==> src/rtl/sipo_deframer_pkg.sv <==
// Shared definitions for the serial-in parallel-out deframer:
// FSM state encoding and a ceiling-log2 helper used to size the bit counter.
package sipo_deframer_pkg;

   typedef enum logic {
      IDLE  = 1'b0,
      SHIFT = 1'b1
   } state_e;

   // Number of bits needed to hold values 0 .. value-1.
   function automatic int clog2(input int value);
      int r;
      r = 0;
      while ((1 << r) < value) begin
         r++;
      end
      return r;
   endfunction

endpackage

==> src/rtl/sipo_shift_core.sv <==
// Shift register and bit counter. Assembles WIDTH serial bits into a word
// and flags, combinationally, the cycle whose rising edge accepts the last bit.
module sipo_shift_core
   import sipo_deframer_pkg::*;
#(
   parameter int WIDTH     = 4,
   parameter bit MSB_FIRST = 1'b1
) (
   input  logic             clk,
   input  logic             res,
   input  logic             sin_i,
   input  logic             start_i,  // accept sin_i as the first bit of a new word
   input  logic             step_i,   // accept sin_i as the next bit of the current word
   output logic [WIDTH-1:0] word_o,   // word including the bit accepted this edge
   output logic             done_o    // this edge accepts the WIDTH-th bit
);

   localparam int CW = clog2(WIDTH + 1);

   logic [WIDTH-1:0] sh_q, sh_d, sh_next;
   logic [CW-1:0]    cnt_q, cnt_d, cnt_next;

   // Next shift value and count; a start discards any partial word.
   always_comb begin
      // NOTE: every output gets a default first so no path leaves a latch behind.
      sh_next  = sh_q;
      cnt_next = cnt_q;
      if (start_i) begin
         if (MSB_FIRST) sh_next = {{(WIDTH-1){1'b0}}, sin_i};
         else           sh_next = {sin_i, {(WIDTH-1){1'b0}}};
         cnt_next = CW'(1);
      end else if (step_i) begin
         if (MSB_FIRST) sh_next = {sh_q[WIDTH-2:0], sin_i};
         else           sh_next = {sin_i, sh_q[WIDTH-1:1]};
         cnt_next = cnt_q + CW'(1);
      end
      done_o = (start_i || step_i) && (cnt_next == CW'(WIDTH));
      word_o = sh_next;
      sh_d   = sh_next;
      cnt_d  = done_o ? '0 : cnt_next;
   end

   // Shift register and counter state.
   always_ff @(posedge clk or posedge res) begin
      // NOTE: state registers use non-blocking assignments so every flop samples pre-edge values.
      if (res) begin
         sh_q  <= '0;
         cnt_q <= '0;
      end else begin
         sh_q  <= sh_d;
         cnt_q <= cnt_d;
      end
   end

endmodule

==> src/rtl/sipo_deframer.sv <==
// Serial deframer: waits for a start-of-frame marker, assembles a WIDTH-bit
// word, and hands it to the consumer through a one-entry ready/valid buffer
// with a sticky overrun flag for words dropped while the buffer is full.
module sipo_deframer
   import sipo_deframer_pkg::*;
#(
   parameter int WIDTH     = 4,
   parameter bit MSB_FIRST = 1'b1
) (
   input  logic             clk,
   input  logic             res,
   input  logic             sin,
   input  logic             sin_en,
   input  logic             sof,
   output logic [WIDTH-1:0] q,
   output logic             q_valid,
   input  logic             q_ready,
   input  logic             clr_ovr,
   output logic             overrun,
   output logic             busy
);

   state_e           state_q, state_d;
   logic [WIDTH-1:0] q_q, q_d;
   logic             valid_q, valid_d;
   logic             ovr_q, ovr_d;

   logic             start, step, done;
   logic [WIDTH-1:0] word;

   // A marked bit always starts a new word; unmarked bits count only mid-word.
   assign start = sin_en && sof;
   assign step  = sin_en && !sof && (state_q == SHIFT);

   sipo_shift_core #(
      .WIDTH     (WIDTH),
      .MSB_FIRST (MSB_FIRST)
   ) u_core (
      .clk     (clk),
      .res     (res),
      .sin_i   (sin),
      .start_i (start),
      .step_i  (step),
      .word_o  (word),
      .done_o  (done)
   );

   // Next state, output buffer and overrun decisions.
   always_comb begin
      state_d = state_q;
      q_d     = q_q;
      valid_d = valid_q;
      ovr_d   = ovr_q && !clr_ovr;

      if (done)       state_d = IDLE;
      else if (start) state_d = SHIFT;

      if (done) begin
         if (!valid_q || q_ready) begin
            q_d     = word;
            valid_d = 1'b1;
         end else begin
            ovr_d = 1'b1;  // overrides a simultaneous clear
         end
      end else if (valid_q && q_ready) begin
         valid_d = 1'b0;
      end
   end

   // FSM, buffer and flag registers.
   always_ff @(posedge clk or posedge res) begin
      if (res) begin
         state_q <= IDLE;
         q_q     <= '0;
         valid_q <= 1'b0;
         ovr_q   <= 1'b0;
      end else begin
         state_q <= state_d;
         q_q     <= q_d;
         valid_q <= valid_d;
         ovr_q   <= ovr_d;
      end
   end

   assign q       = q_q;
   assign q_valid = valid_q;
   assign overrun = ovr_q;
   assign busy    = (state_q == SHIFT);

endmodule
==> config.mk <==
export PLATFORM = sky130hd
export DESIGN_NAME = sipo_deframer
export DESIGN_NICKNAME = d
export VERILOG_FILES = /design/src/rtl/sipo_deframer_pkg.sv /design/src/rtl/sipo_shift_core.sv /design/src/rtl/sipo_deframer.sv
export SDC_FILE = /design/constraint.sdc
export NUM_CORES = 1
export LEC_CHECK = 0
export ABC_CLOCK_PERIOD_IN_PS = 3880
export BUFFER_PORTS_ARGS = -buffer_cell sky130_fd_sc_hd__buf_2
export CAP_MARGIN = 15
export CORE_MARGIN = 5
export CORE_UTILIZATION = 55
export CTS_CLUSTER_SIZE = 24
export DETAILED_ROUTE_END_ITERATION = 10
export PLACE_DENSITY = 0.8
export SYNTH_ARGS = -nofsm -noshare
export SYNTH_HDL_FRONTEND = slang
export SYNTH_SLANG_ARGS = --single-unit
==> constraint.sdc <==
create_clock -name clk -period 3.88 [get_ports clk]
set_input_delay 0.776 -clock clk [delete_from_list [all_inputs] [get_ports clk]]
set_output_delay 0.776 -clock clk [all_outputs]
set_load 0.005 [all_outputs]
=== Word level (Yosys, flattened, before mapping) ===
Cells that the tools add are included.

* Add/sub/neg operators: 1
* Equality and inequality tests: 2
* Reduce and logical (&&, ||, !) cells: 15
* Muxes and demuxes: 12

{| class="wikitable"
|+ Operators with widths
! kind !! count
|-
| $mux 3 || 3
|-
| $mux 4 || 2
|-
| $mux 1 || 7
|-
| $logic_and 1x1->1 || 6
|-
| $reduce_and 2->1 || 2
|-
| $reduce_bool 2->1 || 2
|-
| $add 3x1->3 const B || 1
|-
| $eq 3x3->1 const B || 1
|-
| $logic_not 1->1 || 3
|-
| $logic_or 1x1->1 || 2
|-
| $ne 2x1->1 const B || 1
|}

* Output and inout bits: 7
* Input port bits: 7
* Word-level logic and storage cells: 36
* Flip-flop bits (word level): 14

=== Logic depth before layout (Yosys ltp) ===
Gate-level depths: netlist of run 1.

* Word-level depth: 9
* Mapped depth: 4
* Mapped depth without buffers: 4

=== Hierarchy ===
A second synthesis of run 1 with hierarchy kept.

* Cell total of the unflattened synthesis: 50
* Area total of the unflattened synthesis: 654.4 um^2

{| class="wikitable"
|+ By module, submodules not included
! module !! area each (um^2) !! cells each !! seq. area each (um^2) !! times used
|-
| sipo_shift_core || 350.3 || 29 || 175.2 || 1
|-
| sipo_deframer || 304.0 || 21 || 175.2 || 1
|}

=== Worst setup path before layout of run 1 ===
Ideal clock, no wire load.

* Path kind: input -> register
* Start point: input port sof
* End point: register q_q[0] (netlist: q[0])
* Setup slack: 2.156 ns
* Arrival: 1.599 ns
* Library setup time: 0.125 ns
* Buffers on the path: 0
* Data required time: 3.755 ns
* Cell stages on the path: 3
* Path through: nand3b_1 -> and4bb_2 -> mux2_4

* Longest elaborated chain between the ends: 8
* Elaborated cells between the ends (all ways): 12
* Classes of those cells: eq/ne (1); mux (4); reduce/logical (7)

{| class="wikitable"
|+ Ends and longest elaborated chain
! what !! line !! text
|-
| start, declared || sipo_deframer.sv:14 || <nowiki>input logic sof,</nowiki>
|-
| $logic_not 1->1 || sipo_deframer.sv:33 || <nowiki>assign step = sin_en && !sof && (state_q == SHIFT);</nowiki>
|-
| $logic_and 1x1->1 (2 in a row) || sipo_deframer.sv:33 ||
|-
| $mux 3 || sipo_shift_core.sv:32 || <nowiki>end else if (step_i) begin</nowiki>
|-
| $mux 3 || sipo_shift_core.sv:28 || <nowiki>if (start_i) begin</nowiki>
|-
| $eq 3x3->1 || sipo_shift_core.sv:37 || <nowiki>done_o = (start_i || step_i) && (cnt_next == CW'(WIDTH));</nowiki>
|-
| $logic_and 1x1->1 || sipo_shift_core.sv:37 ||
|-
| $reduce_and 2->1 (no line) || n/a ||
|-
| end signal, assigned || sipo_deframer.sv:79 || <nowiki>q_q <= q_d;</nowiki>
|-
| end, declared || sipo_deframer.sv:24 || <nowiki>logic [WIDTH-1:0] q_q, q_d;</nowiki>
|}

Parallel ways exist; a longest one is shown, timed or not.
A chain may end at the register's enable or synchronous reset.

=== Worst setup path after layout of run 1 ===
* Start point: register state_q (netlist: busy)
* End point: output port busy

{| class="wikitable"
|+ RTL lines
! what !! line !! text
|-
| start, declared || sipo_deframer.sv:23 || <nowiki>state_e state_q, state_d;</nowiki>
|-
| start signal, assigned || sipo_deframer.sv:78 || <nowiki>state_q <= state_d;</nowiki>
|-
| end, declared || sipo_deframer.sv:20 || <nowiki>output logic busy</nowiki>
|}

No word-level cell between the ends.

==> impl_results.md, run 1 <==
- Status: complete, no violations
- Antenna Cells: 0
- DP HPWL: roughly 1000 µm
- Share of cells above drive strength 1: 36.49%
- Slowest CP cell: dfrtp_1
- WP buf/inv: 1
- Clock share of power: 15.8%
- Setup tns final: 0 ps
- Drt pass-1 iters: 4
- ANT nets after route: 0
- Clk Latency, worst-skew pair: ~270 ps
- CP Class: register to output port
- Via/cell ratio: 5.551
- Area growth, synth to finish: 11.71%
- Rel. slew slack: 64.93%
- # clock sinks: 14
- Critical Path Source Type: register
- Final Max Tran Viols: 0
- Synth Instances: 60
- Cts bufs inserted: 3
- Family with the most delay on the worst path: flip-flops
- Crit path from: busy$_DFFE_PP0P_
- Final worst-path cycle share: 45.21%
- Pleak: 0.0003993 µW
- DR vias: 494
- Tightest Pin Transition: approximately 530 ps
- Starting DRT DRC Count: 6
- Port bufs: 13
- Post-CTS sizing: 0
- Reg power frac: 47.2%
- Mean Syn Cell Area: 11.93 µm²
- Hold-fix buffers at CTS: 0
- Top-Level Pins: 14
- Fmax: between 0.5 and 0.6 GHz
- Synth Warn #: 0
- DRC: 0
- Die footprint: 2122 µm²
- Synth cell types: 27
- Core Region: 1269 µm²
- Clk buf depth: 2
- Die height: 46.07 µm
- # setup viols final: 0
- Initial antenna violation count: 0
- Hold Crit Class: input port to async pin
- Gr usage total: 14.47%
- Slowest stage delay, CP: 530 ps
- DR WL/cell: 14.80 µm
- Die X: between 40 and 50 µm
- Vias in the first global route: 474
- Peak VDD IR: 377.2 µV
- Crit Reg-Reg Startpoint: u_core.cnt_q[0]$_DFF_PP0_
- MaxCap Viol Count: 0
- Clk slew on worst S/H paths: ~80 ps
- Post-layout min period: 1754 ps
- Worst r2r dst: q[0]$_DFFE_PP0P_
- FF+latch count, synth: 14
- GP Congestion: 0.8130
- Total Nets Final: 84
- RSZ-0062 raised after global routing: no
- Setup repair bufs after CTS: 0
- Flop2flop setup slack: 2150 ps
- Internal power: roughly 330 µW
- Combinational Power Share: 37.0%
- Clock skew: between 6 and 7 ps
- Critical Path Fanout Max: 11
- Mapped Area: approximately 700 µm²
- Crit path capture type: output port
- Initial core utilization: 56.41%
- H-tree levels: 1
- GR Overflow Total: 0
- Root buf cell: clkbuf_4
- Critical path required time: 3100 ps
- CTS tree: built
- First-pass GRT wire length: 2104 µm
- Final hold viol count: 0
- R2R depth: 4
- Post-synthesis sequential area ratio: 48.95%
- P per Cell Area: 625.8 nW/µm²
- CP Cell Sequence: buf_2
- Cell Rows: 13
- Worst Path Arrival: slightly below 1000 ps
- Syn nets: 68
- Min Hold Slack: 518.9 ps
- NetSw: 169.5 µW
- Routed wire length: 1317 µm
- Switching Share: 33.89%
- Largest net degree at the start of global routing: 17
## sequential cells by signal, indices dropped and copies added, names as in the netlist
signal        flops
q                 4
u_core.cnt_q      3
q_valid           1
busy              1
overrun           1
u_core.sh_q       4
## kinds of logic after synthesis
| group | Yosys count | share of synthesized area [%] |
|---|---|---|
| and+or+nand+nor | 21 | 19.93 |
| DFF | 14 | 48.95 |
| AOI/OAI and AO/OA | 12 | 12.41 |
| buffers and inverters | 6 | 5.244 |
| muxes | 5 | 10.49 |
| xor gates and xnor gates | 1 | 1.224 |
| adders and majority gates | 1 | 1.748 |
## per-layer routing
layer / share of wire (%) / vias to the layer above / wire length, µm / global-route usage [%]
met5: 0 / - / 0 / 0
met4: 0.91 / 0 / 12 / 5.114
met3: 6.6 / 2 / 87 / 3.516
met2: 45 / 13 / 594 / 22.53
met1: 47 / 235 / 623 / 19.46
li1: - / 244 / - / -
## cell usage after synthesis (all sizes together)
library cell   n  share of area (%)
xor2           1                1.2
nand4          1               0.87
a22o           1                1.2
and2           3                3.0
o2bb2ai        1                1.2
and4bb         1                1.7
a21oi          1               0.70
inv            4                2.1
o21ai          4                2.8
nand3          3                2.1
a221o          3                4.2
nor2b          3                2.6
nand2b         2                1.7
nor2           2                1.0
nand2          1               0.52
nand3b         1                1.0
dfrtp         14                 49
ha             1                1.7
and2b          3                4.0
nor4b          1                1.2
buf            2                3.1
o22ai          1               0.87
mux2           5                 10
a311o          1                1.4
## power by group through the flow
stage / Sequential, µW / Combinational (µW) / Clock [µW]
5_1_grt: 243 / 208 / 89.6
3_5_place_dp: 238 / 187 / 0
3_3_place_gp: 234 / 182 / 0
4_1_cts: 236 / 187 / 78.3
6_report: 236 / 185 / 79.0
2_1_floorplan: 223 / 153 / 0
## cell usage in the layout, fill, tap and decap left out, types with 2 or more instances in the layout
cell type,netlist,final
and2_2,2,2
mux2_4,5,5
nor2b_1,3,3
and2b_4,2,2
dfrtp_1,14,14
nand2b_1,2,2
nand3_1,3,3
clkbuf_4,0,3
nor2_1,2,2
inv_1,4,4
a221o_1,3,3
o21ai_0,3,3
buf_2,0,13
## how the worst max path moves through the flow
| stage | end | slack [ps] | cells past startpoint |
|---|---|---|---|
| after floorplan | q[0]$_DFFE_PP0P_ | 2160 | 3 |
| final | busy | 2130 | 1 |
| after global placement | q[0]$_DFFE_PP0P_ | 1940 | 4 |
| after global routing | busy | 2050 | 1 |
| after CTS | busy | 2130 | 1 |
| after detailed placement | q[2]$_DFFE_PP0P_ | 1880 | 4 |
## through the flow
stage	total power [µW]	utilization, %	setup WS (ps)	area (µm²)	std cells
floorplan	375.7	-	2156	715.7	60
global placement	415.4	61.24	1939	777.0	86
detailed placement	425.0	61.24	1883	777.0	86
CTS	501.3	63.02	2126	799.5	89
global route	540.1	63.02	2051	799.5	89
finish	500.3	63.02	2126	799.5	89
## cell type report
type                    instances  area, µm²
repair buffers                 13      65.06
clock buffers                   3      22.52
inverters                       4      15.01
flip-flops and latches         14      350.3
fillers                        98      469.2
well taps                      15      18.77
multi-input cells              40      327.8
(Power assumes the default switching activity.)
==> run 2, diff against run 1 <==
--- a/config.mk
+++ b/config.mk
@@ -5,14 +5,14 @@
 export SDC_FILE = /design/constraint.sdc
 export NUM_CORES = 1
 export LEC_CHECK = 0
-export ABC_CLOCK_PERIOD_IN_PS = 3880
+export ABC_CLOCK_PERIOD_IN_PS = 1600
 export BUFFER_PORTS_ARGS = -buffer_cell sky130_fd_sc_hd__buf_2
 export CAP_MARGIN = 15
 export CORE_MARGIN = 5
-export CORE_UTILIZATION = 55
+export CORE_UTILIZATION = 46
 export CTS_CLUSTER_SIZE = 24
 export DETAILED_ROUTE_END_ITERATION = 10
-export PLACE_DENSITY = 0.8
+export PLACE_DENSITY = 0.71
 export SYNTH_ARGS = -nofsm -noshare
 export SYNTH_HDL_FRONTEND = slang
 export SYNTH_SLANG_ARGS = --single-unit
==> constraint.sdc (replaced) <==
create_clock -name clk -period 1.6 [get_ports clk]
set_input_delay 0.32 -clock clk [delete_from_list [all_inputs] [get_ports clk]]
set_output_delay 0.32 -clock clk [all_outputs]
set_load 0.005 [all_outputs]
==> run 2 against run 1 <==
- count of clock-buffer cells in the layout up 1
- combinational power increased to 3.2 times the previous value
- cell area up 8.6%
- critical path depth is 3 higher
- clock power rose to 3.2 times the previous value
- wire length is 4.5% higher
- first-iteration DRC count rose by 33%
- sequential power grew 140%
- critical endpoint is now q[1]$_DFFE_PP0P_
- core utilization down 4.7 points
- die area rose by 15%
- cell count grew 7.9%
==> impl_results.md, run 2 (synthesized netlist as in run 1, its figures left out) <==
- Status: complete, no violations
- Die footprint: 2445 µm² (+15%)
- Vias in the first global route: 477 (+0.63%)
- RSZ-0062 raised after global routing: yes
- Hold-fix buffers at CTS: 0 (unchanged)
- Switching Share: 32.26% (-1.6 points)
- Initial core utilization: 48.07% (-8.3 points)
- Slowest stage delay, CP: 420 ps (-110 ps)
- Tightest Pin Transition: 532.8 ps (+7.274 ps)
- NetSw: 451.0 µW (+170%)
- Critical path required time: 1760 ps (-1340 ps)
- Most common cell after layout, fill and taps aside: dfrtp_1
- Area growth, synth to finish: 21.33%
- GP Congestion: 0.7268 (-11%)
- Port bufs: 13 (unchanged)
- Min Hold Slack: 61.85 ps (-457.0 ps)
- CP Class: register to register
- Clk buf depth: 2 (unchanged)
- Post-route cell area: 868.3 µm² (+8.6%)
- Cts bufs inserted: 3 (unchanged)
- DP HPWL: 1040 µm (+3.4%)
- Antenna Cells: 0 (unchanged)
- Clock skew: 7.351 ps (+1.042 ps)
- Final worst-path cycle share: 98.00%
- CP Cell Sequence: ha_4 > nand2b_1 > and4bb_4 > mux2_4
- Clock share of power: 18.0% (+2.2 points)
- Top-Level Pins: 14 (unchanged)
- DR WL/cell: 14.33 µm (-3.1%)
- Via/cell ratio: 5.188 (-6.5%)
- CTS tree: built
- Clk slew on worst S/H paths: 90 ps (about the same)
- DRC: 0 (unchanged)
- Slowest CP cell: dfrtp_1
- Root buf cell: clkbuf_4
- Pleak: 0.0004308 µW (+7.9%)
- Gr usage total: 12.33% (-2.1 points)
- Drt pass-1 iters: 4 (unchanged)
- DR vias: 498 (+0.81%)
- Routed wire length: 1376 µm (+4.5%)
- H-tree levels: 1 (unchanged)
- Share of cells above drive strength 1: 42.50% (+6.0 points)
- Largest net degree at the start of global routing: 15 (-2)
- Final Max Tran Viols: 0 (unchanged)
- Clk Latency, worst-skew pair: 280 ps (about the same)
- GR Overflow Total: 0 (unchanged)
- Peak VDD IR: 987.0 µV (+160%)
- Fmax: 0.6378 GHz
- P per Cell Area: 1610 nW/µm² (+160%)
- Final hold viol count: 0 (unchanged)
- # setup viols final: 0 (unchanged)
- MaxCap Viol Count: 0 (unchanged)
- # clock sinks: 14 (unchanged)
- Most frequent cells in the layout: dfrtp_1, buf_2, mux2_4, buf_4, inv_1
- Core Region: 1489 µm² (+17%)
- Crit path capture type: register
- Reg power frac: 39.9% (-7.3 points)
- Combinational Power Share: 42.1% (+5.1 points)
- Internal power: 947.2 µW (+190%)
- Die X: 49.45 µm (+7.3%)
- Die height: 49.45 µm (+7.3%)
- Total Nets Final: 89 (+6.0%)
- ANT nets after route: 0 (unchanged)
- Starting DRT DRC Count: 8 (+2)
- Worst Path Arrival: 1730 ps (+750 ps)
- Setup tns final: 0 ps (unchanged)
- Rel. slew slack: 64.44% (-0.49 points)
- First-pass GRT wire length: 2263 µm (+7.6%)
- WP buf/inv: 0 (-1)
- Initial antenna violation count: 0 (unchanged)
- Cell Rows: 14 (+1)
- Critical Path Fanout Max: 4 (-7)
- Family with the most delay on the worst path: simple AND/OR/NAND/NOR gates
- DP Area: 820.8 µm² (+5.6%)
- Hold Crit Class: input port to async pin
- Post-layout min period: 1568 ps
- Critical Path Source Type: register
-- run 2: power groups by stage --
stage	logic, µW	clock network (µW)	registers [µW]
after floorplan	386	0	551
after global placement	548	0	561
after detailed placement	564	0	562
after CTS	573	264	557
after global routing	657	280	574
final	589	251	558
-- run 2: what timing repair did --
action / CTS / global route
gates resized for setup: 1 / 0
pin swaps: 1 / 0
endpoints found under the setup margin: 4 / 5
buffers inserted: 0 / 1
-- run 2: final timing paths --
path,startpoint,to,slack [ps],cells after the start
setup reg to reg,u_core.cnt_q[1]$_DFF_PP0_,q[1]$_DFFE_PP0P_,30,4
hold / removal,res,busy$_DFFE_PP0P_,60,2
setup / recovery,u_core.cnt_q[1]$_DFF_PP0_,q[1]$_DFFE_PP0P_,30,4
max in group asynchronous,res,u_core.sh_q[2]$_DFF_PP0_,1180,2
hold reg to reg,q[2]$_DFFE_PP0P_,q[2]$_DFFE_PP0P_,520,1
min in group clk,clr_ovr,overrun$_DFF_PP0_,220,2
-- run 2: area by class of cell --
type                            instances  area (µm²)
Timing Repair Buffer                   18       102.6
Inverter                                4       15.01
Clock buffer                            4       36.28
Fill cell                             125       620.6
Sequential cell                        14       350.3
Multi-Input combinational cell         40       344.1
Tap cell                               16       20.02
-- run 2: stage by stage --
stage	setup slack [ps]	total power, µW	util (%)	instances
2_1_floorplan	36.30	936.9	-	60
3_3_place_gp	25.33	1109	55.13	91
3_5_place_dp	4.579	1126	55.13	91
4_1_cts	28.39	1394	57.82	95
5_1_grt	-31.60	1511	58.32	96
6_report	32.03	1398	58.32	96
-- run 2: layer usage --
| metal | share of wire (%) | vias to the layer above | GRT usage, % |
|---|---|---|---|
| met5 | 0 | - | 0 |
| met4 | 1.2 | 0 | 5.240 |
| met3 | 7.5 | 2 | 5.199 |
| met2 | 41 | 17 | 14.81 |
| met1 | 50 | 223 | 18.67 |
| li1 | - | 256 | - |
